[config.mk]
export PLATFORM = sky130hd
export DESIGN_NAME = isp_stream_ctrl
export DESIGN_NICKNAME = d
export VERILOG_FILES = /design/src/rtl/isp_timing_pkg.sv /design/src/rtl/isp_span_counter.sv /design/src/rtl/isp_stream_ctrl.sv
export SDC_FILE = /design/constraint.sdc
export NUM_CORES = 1
export LEC_CHECK = 0
export CORE_MARGIN = 3
export CORE_UTILIZATION = 51
export CTS_CLUSTER_DIAMETER = 150
export DETAILED_ROUTE_END_ITERATION = 6
export PLACE_DENSITY = 0.79
export SYNTH_ARGS = -nofsm -noshare
export SYNTH_HDL_FRONTEND = slang
export SYNTH_HIERARCHICAL = 1
export SYNTH_SLANG_ARGS = --single-unit
[constraint.sdc]
create_clock -name clk -period 3.4 [get_ports clk]
set_input_delay 0.34 -clock clk [delete_from_list [all_inputs] [get_ports clk]]
set_output_delay 0.34 -clock clk [all_outputs]
set_load 0.005 [all_outputs]
[src/rtl/isp_timing_pkg.sv]
// Shared types and constants for the ISP stream sequencer.
// States, counter width and the fixed raw codes for blanking and underflow.
package isp_timing_pkg;

  localparam int CNT_W = 12;

  localparam logic [7:0] BLANK_RAW = 8'hff;
  localparam logic [7:0] UFLOW_RAW = 8'h00;

  typedef enum logic [2:0] {
    ST_IDLE   = 3'd0,
    ST_VPRE   = 3'd1,
    ST_ACTIVE = 3'd2,
    ST_HBLANK = 3'd3,
    ST_VPOST  = 3'd4,
    ST_GAP    = 3'd5
  } state_e;

  function automatic logic in_frame(state_e s);
    return (s == ST_VPRE) || (s == ST_ACTIVE) ||
           (s == ST_HBLANK) || (s == ST_VPOST);
  endfunction

endpackage

[src/rtl/isp_span_counter.sv]
// Load/enable span counter with terminal-count flag.
// Used for cycle-in-state and line index tracking.
module isp_span_counter
  import isp_timing_pkg::*;
(
  input  logic             clk,
  input  logic             reset_n,
  input  logic             load,
  input  logic             en,
  input  logic [CNT_W-1:0] last,
  output logic [CNT_W-1:0] count,
  output logic             tc
);

  logic [CNT_W-1:0] cnt_q, cnt_d;

  always_comb begin
    cnt_d = cnt_q;
    if (load)
      cnt_d = '0;
    else if (en)
      cnt_d = cnt_q + 1'b1;
  end

  always_ff @(posedge clk or negedge reset_n) begin
    if (!reset_n)
      cnt_q <= '0;
    else
      cnt_q <= cnt_d;
  end

  assign count = cnt_q;
  assign tc    = (cnt_q == last);

endmodule

[src/rtl/isp_stream_ctrl.sv]
// Frame/line sequencer producing vsync/hsync/den over upstream raw.
// ISP_STREAM_TPG_EN adds tpg_sel and an internal (x+y) test pattern.
module isp_stream_ctrl
  import isp_timing_pkg::*;
#(
  parameter int H_ACTIVE  = 512,
  parameter int V_ACTIVE  = 512,
  parameter int H_BLANK   = 16,
  parameter int V_PRE     = 4,
  parameter int V_POST    = 4,
  parameter int FRAME_GAP = 8
) (
  input  logic       clk,
  input  logic       reset_n,
  input  logic       start,
  input  logic       continuous,
  input  logic       src_valid,
  input  logic [7:0] src_data,
`ifdef ISP_STREAM_TPG_EN
  input  logic       tpg_sel,
`endif
  output logic       src_ready,
  output logic       out_vsync,
  output logic       out_hsync,
  output logic       out_den,
  output logic [7:0] out_raw,
  output logic       busy,
  output logic       frame_done,
  output logic       underflow
);

  if (H_BLANK < 1 || FRAME_GAP < 1) begin : g_bad_param
    $error("isp_stream_ctrl: H_BLANK and FRAME_GAP must be >= 1");
  end

  localparam logic [CNT_W-1:0] HA_L = CNT_W'(H_ACTIVE - 1);
  localparam logic [CNT_W-1:0] VA_L = CNT_W'(V_ACTIVE - 1);
  localparam logic [CNT_W-1:0] HB_L = CNT_W'(H_BLANK - 1);
  localparam logic [CNT_W-1:0] VP_L = CNT_W'(V_PRE - 1);
  localparam logic [CNT_W-1:0] VO_L = CNT_W'(V_POST - 1);
  localparam logic [CNT_W-1:0] FG_L = CNT_W'(FRAME_GAP - 1);

  state_e           state_q, state_d;
  logic [CNT_W-1:0] cyc_cnt, line_cnt, cyc_last;
  logic             cyc_tc, line_tc;
  logic             accept, tpg_on, unused_cnt;
  logic [7:0]       tpg_pix;

  logic       vsync_q, vsync_d;
  logic       den_q, den_d;
  logic [7:0] raw_q, raw_d;
  logic       busy_q, busy_d;
  logic       fdone_q, fdone_d;
  logic       uflow_q, uflow_d;

  always_comb begin
    state_d = state_q;
    unique case (state_q)
      ST_IDLE:   if (start) state_d = ST_VPRE;
      ST_VPRE:   if (cyc_tc) state_d = ST_ACTIVE;
      ST_ACTIVE: if (cyc_tc) state_d = ST_HBLANK;
      ST_HBLANK: if (cyc_tc) state_d = line_tc ? ST_VPOST : ST_ACTIVE;
      ST_VPOST:  if (cyc_tc) state_d = ST_GAP;
      ST_GAP:    if (cyc_tc) state_d = continuous ? ST_VPRE : ST_IDLE;
      default:   state_d = ST_IDLE;
    endcase
  end

  always_comb begin
    cyc_last = '0;
    unique case (state_q)
      ST_VPRE:   cyc_last = VP_L;
      ST_ACTIVE: cyc_last = HA_L;
      ST_HBLANK: cyc_last = HB_L;
      ST_VPOST:  cyc_last = VO_L;
      ST_GAP:    cyc_last = FG_L;
      default:   cyc_last = '0;
    endcase
  end

  isp_span_counter u_cyc (
    .clk     (clk),
    .reset_n (reset_n),
    .load    ((state_d != state_q) || (state_q == ST_IDLE)),
    .en      (1'b1),
    .last    (cyc_last),
    .count   (cyc_cnt),
    .tc      (cyc_tc)
  );

  // Line index is re-zeroed throughout VPRE, so every frame starts at line 0.
  isp_span_counter u_line (
    .clk     (clk),
    .reset_n (reset_n),
    .load    (state_q == ST_VPRE),
    .en      ((state_q == ST_HBLANK) && cyc_tc),
    .last    (VA_L),
    .count   (line_cnt),
    .tc      (line_tc)
  );

`ifdef ISP_STREAM_TPG_EN
  logic tpg_q, tpg_d;

  always_comb begin
    tpg_d = tpg_q;
    if (state_d == ST_VPRE && state_q != ST_VPRE)
      tpg_d = tpg_sel;
  end

  always_ff @(posedge clk or negedge reset_n) begin
    if (!reset_n)
      tpg_q <= 1'b0;
    else
      tpg_q <= tpg_d;
  end

  assign tpg_on     = tpg_q;
  assign tpg_pix    = cyc_cnt[7:0] + line_cnt[7:0];
  assign unused_cnt = ^{cyc_cnt[CNT_W-1:8], line_cnt[CNT_W-1:8]};
`else
  assign tpg_on     = 1'b0;
  assign tpg_pix    = '0;
  assign unused_cnt = ^{cyc_cnt, line_cnt};
`endif

  assign accept = (state_q == ST_ACTIVE);

  always_comb begin
    vsync_d = in_frame(state_d);
    busy_d  = (state_d != ST_IDLE);
    fdone_d = vsync_q && !vsync_d;
    den_d   = accept;
    raw_d   = BLANK_RAW;
    uflow_d = uflow_q;
    if (accept)
      raw_d = tpg_on    ? tpg_pix  :
              src_valid ? src_data : UFLOW_RAW;
    if (state_q == ST_IDLE && start)
      uflow_d = 1'b0;
    else if (accept && !tpg_on && !src_valid)
      uflow_d = 1'b1;
  end

  always_ff @(posedge clk or negedge reset_n) begin
    if (!reset_n) begin
      state_q <= ST_IDLE;
      vsync_q <= 1'b0;
      den_q   <= 1'b0;
      raw_q   <= BLANK_RAW;
      busy_q  <= 1'b0;
      fdone_q <= 1'b0;
      uflow_q <= 1'b0;
    end else begin
      state_q <= state_d;
      vsync_q <= vsync_d;
      den_q   <= den_d;
      raw_q   <= raw_d;
      busy_q  <= busy_d;
      fdone_q <= fdone_d;
      uflow_q <= uflow_d;
    end
  end

  assign src_ready  = accept && !tpg_on;
  assign out_vsync  = vsync_q;
  assign out_hsync  = den_q;
  assign out_den    = den_q;
  assign out_raw    = raw_q;
  assign busy       = busy_q;
  assign frame_done = fdone_q;
  assign underflow  = uflow_q;

endmodule

==> results by stage, run 1 <==
Outcome:
- The flow ran to the end, and the final reports show no timing, DRC or antenna violations.

Setup path:
- The maximum fanout along the worst path is 13.
- STA puts the critical path data arrival time at 3230 ps.
- The signal on the critical path passes through nand2b_1, nor2_2, xnor2_1, nand4_1, nor3_1, nand2_1, nor2_1, o211ai_1, or4_1, a21oi_1.
- The worst setup path is launched from a flip-flop.
- The slowest stage of the critical path is the dfrtp_1 cell.
- The sum of buffers and inverters on the critical path is 0.
- The type of the setup path with the least slack is reg2reg.
- The endpoint class of the critical path is a flip-flop.
- The worst endpoint required time is ~3600 ps.
- On the critical path the largest part of the delay comes from simple AND/OR/NAND/NOR gates.
- The delay of the slowest cell on the worst path is approximately 550 ps.

Global routing:
- The all-layer global routing usage is between 10% and 20%.
- The busiest layer in global routing is met2.
- Global routing consumed, on the met2 layer, roughly 28% of the routing resources.
- The pin count of the biggest net entering global routing is 41.
- The total grt overflow is 0.
- The initial antenna violation count is 0.
- The met1 track utilization from global routing is 23.1%.
- Global routing used 5.82% of the available met3 tracks.
- The via count of the first global-routing pass is 1544.
- The first global-routing pass estimated around 7000 µm of wire.

Synthesis:
- For this run, the register share of the synthesized area comes to 46.8%.
- The flip-flop cell with the highest count after synthesis is dfrtp_1.
- The share of async-settable or async-resettable flops after synthesis is 100%.
- In this run, synthesis produced a sequential element count of 40.
- The dominant cell by count in the synthesized netlist is xnor2_1.
- The synthesized design spends more area on one cell type than any other, namely dfrtp_1.
- Summed over its instances, the top area cell type makes up 37.1% of the synthesized netlist area.
- The mapped cell area is 2160 µm².
- Ranked by total cell area, the synthesized netlist is headed by dfrtp_1, xnor2_1, dfstp_2, nand2_1, nor2_1.
- The number of standard cells after synthesis is 224.
- Averaged over all synthesized cells, the footprint is 9.65 µm².
- Synthesis instantiated 41 different standard cells from the library.
- The number of warnings printed during yosys synthesis is 6.
- The count of flip-flops with a built-in enable after synthesis is 0.
- After synthesis, the most frequently instantiated cells are xnor2_1, dfrtp_1, nand2_1, nor2_1.

CTS:
- The clock transition at the register clock pins on the worst setup and hold paths after CTS is 80 ps.
- CTS placed an instance of clkbuf_8 at the clock tree root.
- The maximum level of the CTS H-tree is 2.
- Clock tree synthesis found a total of 40 sinks.
- For the worst-skew pair, the clock arrives at the later sink with an insertion delay of 290 ps.
- The number of buffers created by CTS is 5.
- TritonCTS built the clock tree.
- Once the clock tree was built, the setup fixing pass inserted 0 buffers.
- The maximum root-to-sink buffer count is 2.
- The cts-stage hold buffer count is 0.

Detailed routing:
- The wire length reported by the detailed router is a little over 4000 µm.
- Using the TritonRoute via totals, the vias-per-cell ratio works out to 5.07.
- The DRC violation count after routing is 0.
- The routed via count is 1632.
- In the final routed layout, each cell accounts on average for between 10 and 15 µm.
- The number of detailed-routing iterations run before antenna repair is 4.
- After the first detailed-routing iteration, the DRC count stood at 102.
- The remaining antenna violation count after routing is 0.

STA:
- Setup repair after global routing left no endpoint under its margin.
- The number of pins exceeding their max-slew limit in the final report is 0.
- Headroom to the max-slew limit came out at approximately 42%.
- For the final database, setup skew stands at 7.11 ps.
- The clock period could shrink to 3010 ps.
- The highest clock frequency the design can meet is 332 MHz.
- The total count of hold-check failures in the final report was 0.
- At the pin with the least slew margin, the transition time is 865 ps.
- In the final timing run, aggregate negative setup slack is 0 ps.
- Of the available clock period, the critical path in the final layout requires 88.6%.
- Setup violations remaining at the end of the flow were counted as 0.

Power:
- The power density over the cells is 507 nW/µm².
- The net switching share of the total power is 32.6%.
- The internal portion of the total power is 0.000908 W.
- In this run, flip-flops and latches consume between 40% and 50% of the power.
- For this design the total switching power over the nets is 0.000440 W.
- The analysis attributes to cell leakage a power of 1.08 nW.
- Per report_power, the clock group accounts for 29.4% of the total.
- The combinational cell fraction of total power is 23.9%.
- Across the VDD grid, the largest voltage drop is 0.000393 V.

Job:
- The number of maximum-capacitance constraint violations is 0.

Floorplanning:
- The top-level port count is 28.
- The chip width is 71.1 µm.
- The floorplan die area is 5050 µm².
- The initial utilization of the core area, before any placement, comes to 53.3%.
- The area of the core region is 4060 µm².
- The total number of placement rows is 23.
- The floorplan step set the die height to 71.1 µm.

Finish:
- The relative area change from synthesis to final layout is 23.0%.
- The repair_antennas step left the layout with diodes totalling 0.
- The cell area after layout is 2660 µm².
- Of the cells placed in the final design, the portion with a size suffix greater than 1 is 9.56%.
- At the end of the flow, the number of nets in the layout was 286.

Placed design:
- Buffers placed on the I/O ports in this run total 27.
- The routability congestion estimate from global placement is 0.812.
- The HPWL reported at the end of detailed placement is approximately 3000 µm.
- In this run the cell area measured after placement is approximately 2500 µm².

Hold path:
- The worst hold path belongs to the class in2async.
==> placed cells by master (no fill, tap or decap), drive strengths merged, types with 2 or more instances in the layout <==
cell,Yosys,routed
mux2i,2,2
nand4,12,12
conb,2,21
o31ai,3,3
a21oi,7,7
clkbuf,5,5
and3,3,3
nor3b,2,2
and4,2,2
or3,3,3
dfstp,8,8
nand3,5,5
or4,2,2
xnor2,34,34
o21ai,4,4
ha,2,2
dfrtp,32,32
nor3,10,10
nand2,25,25
nor2,26,26
inv,8,8
o211ai,2,2
nand2b,2,2
clkinv,0,2
clkdlybuf4s50,0,26
buf,4,4
xor2,8,8
==> state kept, by name (all words and copies together) (netlist names) <==
name and flops:
state_q 3, underflow 1, frame_done 1, out_den 1, u_line/count 12, out_vsync 1
busy 1, u_cyc/count 12, out_raw 8
==> routing by layer <==
layer,up-vias,routed length (µm),part of all wire (%)
li1,833,-,-
met1,765,1920,47
met2,30,1920,47
met3,4,209,5.1
met4,0,47,1.1
met5,-,0,0
==> final cells by class <==
class | count | area [µm²]
timing repair buffer | 30 | 288
clock buffer | 5 | 68.8
tap | 50 | 62.6
clock inverter | 3 | 47.5
inverter | 8 | 30.0
multi-input combinational | 186 | 1150
sequential | 40 | 1010
fill | 337 | 1400
==> what timing repair did <==
item,CTS,global route
hold endpoints to repair,0,0
gates resized for setup,0,1
setup endpoints to repair,0,1
==> metrics by stage <==
| step | setup slack [ps] | util [%] | instances | power (W) | hold slack (ps) |
|---|---|---|---|---|---|
| finish | 387 | 65.5 | 322 | 0.00135 | 158 |
| global route | 144 | 65.5 | 322 | 0.00143 | 235 |
| CTS | 280 | 65.4 | 322 | 0.00136 | 190 |
| detailed placement | 294 | 62.6 | 314 | 0.000960 | 485 |
| global placement | 449 | 62.6 | 314 | 0.000950 | 488 |
| floorplan | 370 | - | 243 | 0.000861 | 44.4 |
==> logic make-up after synthesis <==
logic type / share of synthesized area, %
xor gates and xnor gates: 17.0
muxes: 0.926
AOI/OAI and AO/OA: 7.06
other: 0.348
DFF: 46.8
and+or+nand+nor: 23.3
adders and majority gates: 1.16
buffers and inverters: 3.42
==> power groups by stage <==
| stage | Clock [W] | Sequential (W) | Combinational (W) |
|---|---|---|---|
| 2_1_floorplan | 0 | 0.000599 | 0.000262 |
| 3_3_place_gp | 0 | 0.000636 | 0.000314 |
| 3_5_place_dp | 0 | 0.000638 | 0.000322 |
| 4_1_cts | 0.000410 | 0.000629 | 0.000324 |
| 5_1_grt | 0.000428 | 0.000641 | 0.000362 |
| 6_report | 0.000396 | 0.000629 | 0.000322 |
==> final timing paths <==
path                             from               end  slack (ps)  cells after the start
setup / recovery           state_q[1]  u_line/count[11]         390                     10
hold reg to reg             out_vsync        frame_done         490                      2
min in group clk            out_vsync        frame_done         490                      2
setup reg to reg           state_q[1]  u_line/count[11]         390                     10
max in group asynchronous     reset_n   u_line/count[2]        2710                      1
hold / removal                reset_n              busy         160                      1
(Power assumes the default switching activity.)
==> run 2, diff against run 1 <==
--- a/config.mk
+++ b/config.mk
@@ -6,9 +6,11 @@
 export NUM_CORES = 1
 export LEC_CHECK = 0
 export CORE_MARGIN = 3
-export CORE_UTILIZATION = 51
+export CORE_UTILIZATION = 49
+export CTS_BUF_LIST = sky130_fd_sc_hd__clkbuf_4 sky130_fd_sc_hd__clkbuf_8 sky130_fd_sc_hd__clkbuf_16
 export CTS_CLUSTER_DIAMETER = 150
 export DETAILED_ROUTE_END_ITERATION = 6
+export HOLD_SLACK_MARGIN = 0.1
 export PLACE_DENSITY = 0.79
 export SYNTH_ARGS = -nofsm -noshare
 export SYNTH_HDL_FRONTEND = slang
==> constraint.sdc (replaced) <==
create_clock -name clk -period 2.65 [get_ports clk]
set_input_delay 0.265 -clock clk [delete_from_list [all_inputs] [get_ports clk]]
set_output_delay 0.265 -clock clk [all_outputs]
set_load 0.005 [all_outputs]
==> results by stage, run 2 (synthesis gave the netlist of run 1 again) <==
Power:
- The power dissipated by switching net loads is 0.000623 W (+42%).
- The worst IR drop on VDD was 0.000475 V (+21%).
- The net switching share of the total power was 33.9% (+1.3 points).
- The power density over the cells is 662 nW/µm² (+31%).
- The static leakage came to 1.13 nW (+4.6%).
- The share of total power in sequential cells is 43.8% (-2.9 points).
- The fraction of power consumed by the clock network is 28.1% (-1.3 points).
- The cell internal power dissipation is 0.00122 W (+34%).
- The combinational cell fraction of total power was 28.2% (+4.3 points).
- The overall power is 0.00184 W (+36%).

Detailed routing:
- The remaining antenna violation count after routing is 0 (unchanged).
- The number of detailed-routing iterations run before antenna repair is 4 (unchanged).
- The mean number of vias per cell was 5.13 (+1.3%).
- The wire length reported by the detailed router is 4450 µm (+8.5%).
- The routed via count came to 1699 (+4.1%).
- The number of design-rule violations left by the first detailed-router iteration is 109 (+6.9%).
- The DRC violation count after routing came to 0 (unchanged).
- The wire length per cell after detailed routing is 13.4 µm (+5.5%).

CTS:
- The maximum root-to-sink buffer count is 2 (unchanged).
- The root buffer selected by CTS is clkbuf_8.
- The number of buffers created by CTS came to 5 (unchanged).
- The maximum level of the CTS H-tree is 2 (unchanged).
- The clock transition at the register clock pins on the worst setup and hold paths after CTS came to 80 ps (about the same).
- The clock tree from TritonCTS is yes.
- The worst-skew pair later-pin latency was 300 ps (about the same).
- The clock net sink count was 40 (unchanged).

STA:
- The final worst-path setup slack came to 180 ps (-207 ps).
- The highest clock frequency the design can meet came to 405 MHz (+22%).
- The final critical path time including I/O delays and setup is 2470 ps (-543 ps).
- The transition at the pin with the smallest max-transition slack is 860 ps (-4.80 ps).
- The final clock period utilization by the worst path is 93.2% (+4.6 points).
- The total count of hold-check failures in the final report came to 0 (unchanged).
- The remaining max-slew budget at the tightest pin is 42.7% (+0.32 points).
- The final-report setup violation count came to 0 (unchanged).
- The setup clock skew after layout was 7.39 ps (+0.274 ps).
- The total negative slack for setup checks is 0 ps (unchanged).
- The number of pins exceeding their max-slew limit in the final report was 0 (unchanged).

Placed design:
- The worst slack at placement is 111 ps (-183 ps).
- The post-place instance area is 2610 µm² (+2.9%).
- The count of buffers inserted at the top-level ports is 27 (unchanged).
- The HPWL reported at the end of detailed placement is 3020 µm (+3.2%).
- The routability congestion estimate from global placement is 0.811 (-0.14%).

Hold path:
- The min-delay analysis places its worst path in the category in2async.

Finish:
- The net count of the finished layout is 295 (+3.1%).
- The final antenna diode count is 0 (unchanged).
- Leaving out fill and tap cells, the most frequent cells in the layout are xnor2_1, dfrtp_1, clkdlybuf4s50_1.
- The cell area after layout is 2780 µm² (+4.6%).
- The relative area change from synthesis to final layout is 28.6%.
- The fraction of layout cells with a size suffix above 1 is 15.7% (+6.1 points).
- The filler cell count in the final layout is 342 (+1.5%).
- The leading cell type in the layout, fill and taps excluded is xnor2_1.
- The final cell utilization of the core was 67.5% (+2.0 points).

Floorplanning:
- The top-level port count is 28 (unchanged).
- The floorplan die area is 5240 µm² (+3.7%).
- The die boundary height is 72.4 µm (+1.8%).
- The total number of placement rows is 23 (unchanged).
- The chip width is 72.4 µm (+1.8%).
- The area of the core region is 4120 µm² (+1.4%).
- The initial core utilization was 52.5% (-0.74 points).

Job:
- The number of maximum-capacitance constraint violations was 0 (unchanged).

Outcome:
- The run finished with clean final reports.

Setup path:
- The endpoint class of the critical path is a flip-flop.
- The signal arrival time at the worst endpoint is 2660 ps (-570 ps).
- The number of cell instances on the worst register-to-register path is 13 (+3).
- The capture instance of the worst register-to-register path is u_line/count[9].
- The type of the setup path with the least slack is reg2reg.
- The setup slack on the worst flop-to-flop path came to 180 ps (-210 ps).
- The start of the worst register-to-register path is state_q[1].
- The worst endpoint required time came to 2840 ps (-780 ps).
- The category of the worst setup path launch point is a flip-flop.
- The maximum fanout along the worst path is 9 (-4).

Global routing:
- The pin count of the biggest net entering global routing is 41 (unchanged).
- The initial antenna violation count is 0 (unchanged).
- The via count of the first global-routing pass came to 1638 (+6.1%).
- The total grt overflow is 0 (unchanged).
- The all-layer global routing usage was 18.9% (+1.2 points).
- The wire length of the first global-routing pass was 7640 µm (+8.8%).
## run 2: cell types whose count changed in the layout (fill, tap and decap cells not counted), moves of 2 or more
cell,change
buf_4,+9
clkinv_4,-2
dfrtp_1,-2
dfrtp_2,+2
nor2_4,+2
nor3_1,-2
## run 2: through the flow
step	cells	hold WS [ps]
global route	331	156
CTS	328	111
global placement	320	438
floorplan	243	-30.6
finish	331	75.4
detailed placement	320	437
## run 2: how the worst max path moves through the flow
stage / cells past startpoint / slack, ps / startpoint / end
6_report: 13 / 180 / state_q[1] / u_line/count[9]
5_1_grt: 11 / -30 / state_q[1] / u_line/count[11]
4_1_cts: 12 / 80 / state_q[1] / u_line/count[10]
3_5_place_dp: 12 / 110 / state_q[1] / u_line/count[10]
3_3_place_gp: 11 / 220 / state_q[1] / u_line/count[11]
2_1_floorplan: 11 / 60 / state_q[1] / u_line/count[11]
## run 2: critical path, stage by stage (launching register included)
cell and delay (ps):
dfrtp_2 460, buf_4 180, nor2b_2 140, a21o_1 140, xnor2_1 110, nand4_1 150, nor3_4 170, nand2_2 100
nor2_4 160, o211ai_1 130, buf_4 180, nor3_1 250, xnor2_1 150, nor2_1 50
## run 2: cell type report
cell class	instances	area (µm²)	area share, %
Clock buffer	5	68.8	2.48
Tap cell	50	62.6	2.25
Timing Repair Buffer	39	355	12.8
Clock inverter	3	46.3	1.67
Sequential cell	40	1010	36.5
Inverter	8	30.0	1.08
Multi-Input combinational cell	186	1200	43.3
## run 2: routing by layer
| metal | part of all wire (%) | up-vias | wire [µm] | global-route usage [%] |
|---|---|---|---|---|
| met5 | 0 | - | 0 | 0 |
| met4 | 1.2 | 0 | 55 | 5.53 |
| met3 | 5.5 | 6 | 244 | 5.26 |
| met2 | 48 | 35 | 2140 | 31.0 |
| met1 | 45 | 807 | 2010 | 24.5 |
| li1 | - | 851 | - | - |
## run 2: what timing repair did
item	CTS	global route
buffers inserted	0	3
hold buffers	0	0
setup endpoints to repair	0	6
resized for setup	0	8
## run 2: power by group through the flow
stage               clock network (W)  registers [W]  logic [W]
floorplan                           0       0.000769   0.000365
global placement                    0       0.000810   0.000468
detailed placement                  0       0.000814   0.000479
CTS                          0.000527       0.000801   0.000486
global route                 0.000551       0.000822   0.000577
finish                       0.000516       0.000805   0.000518
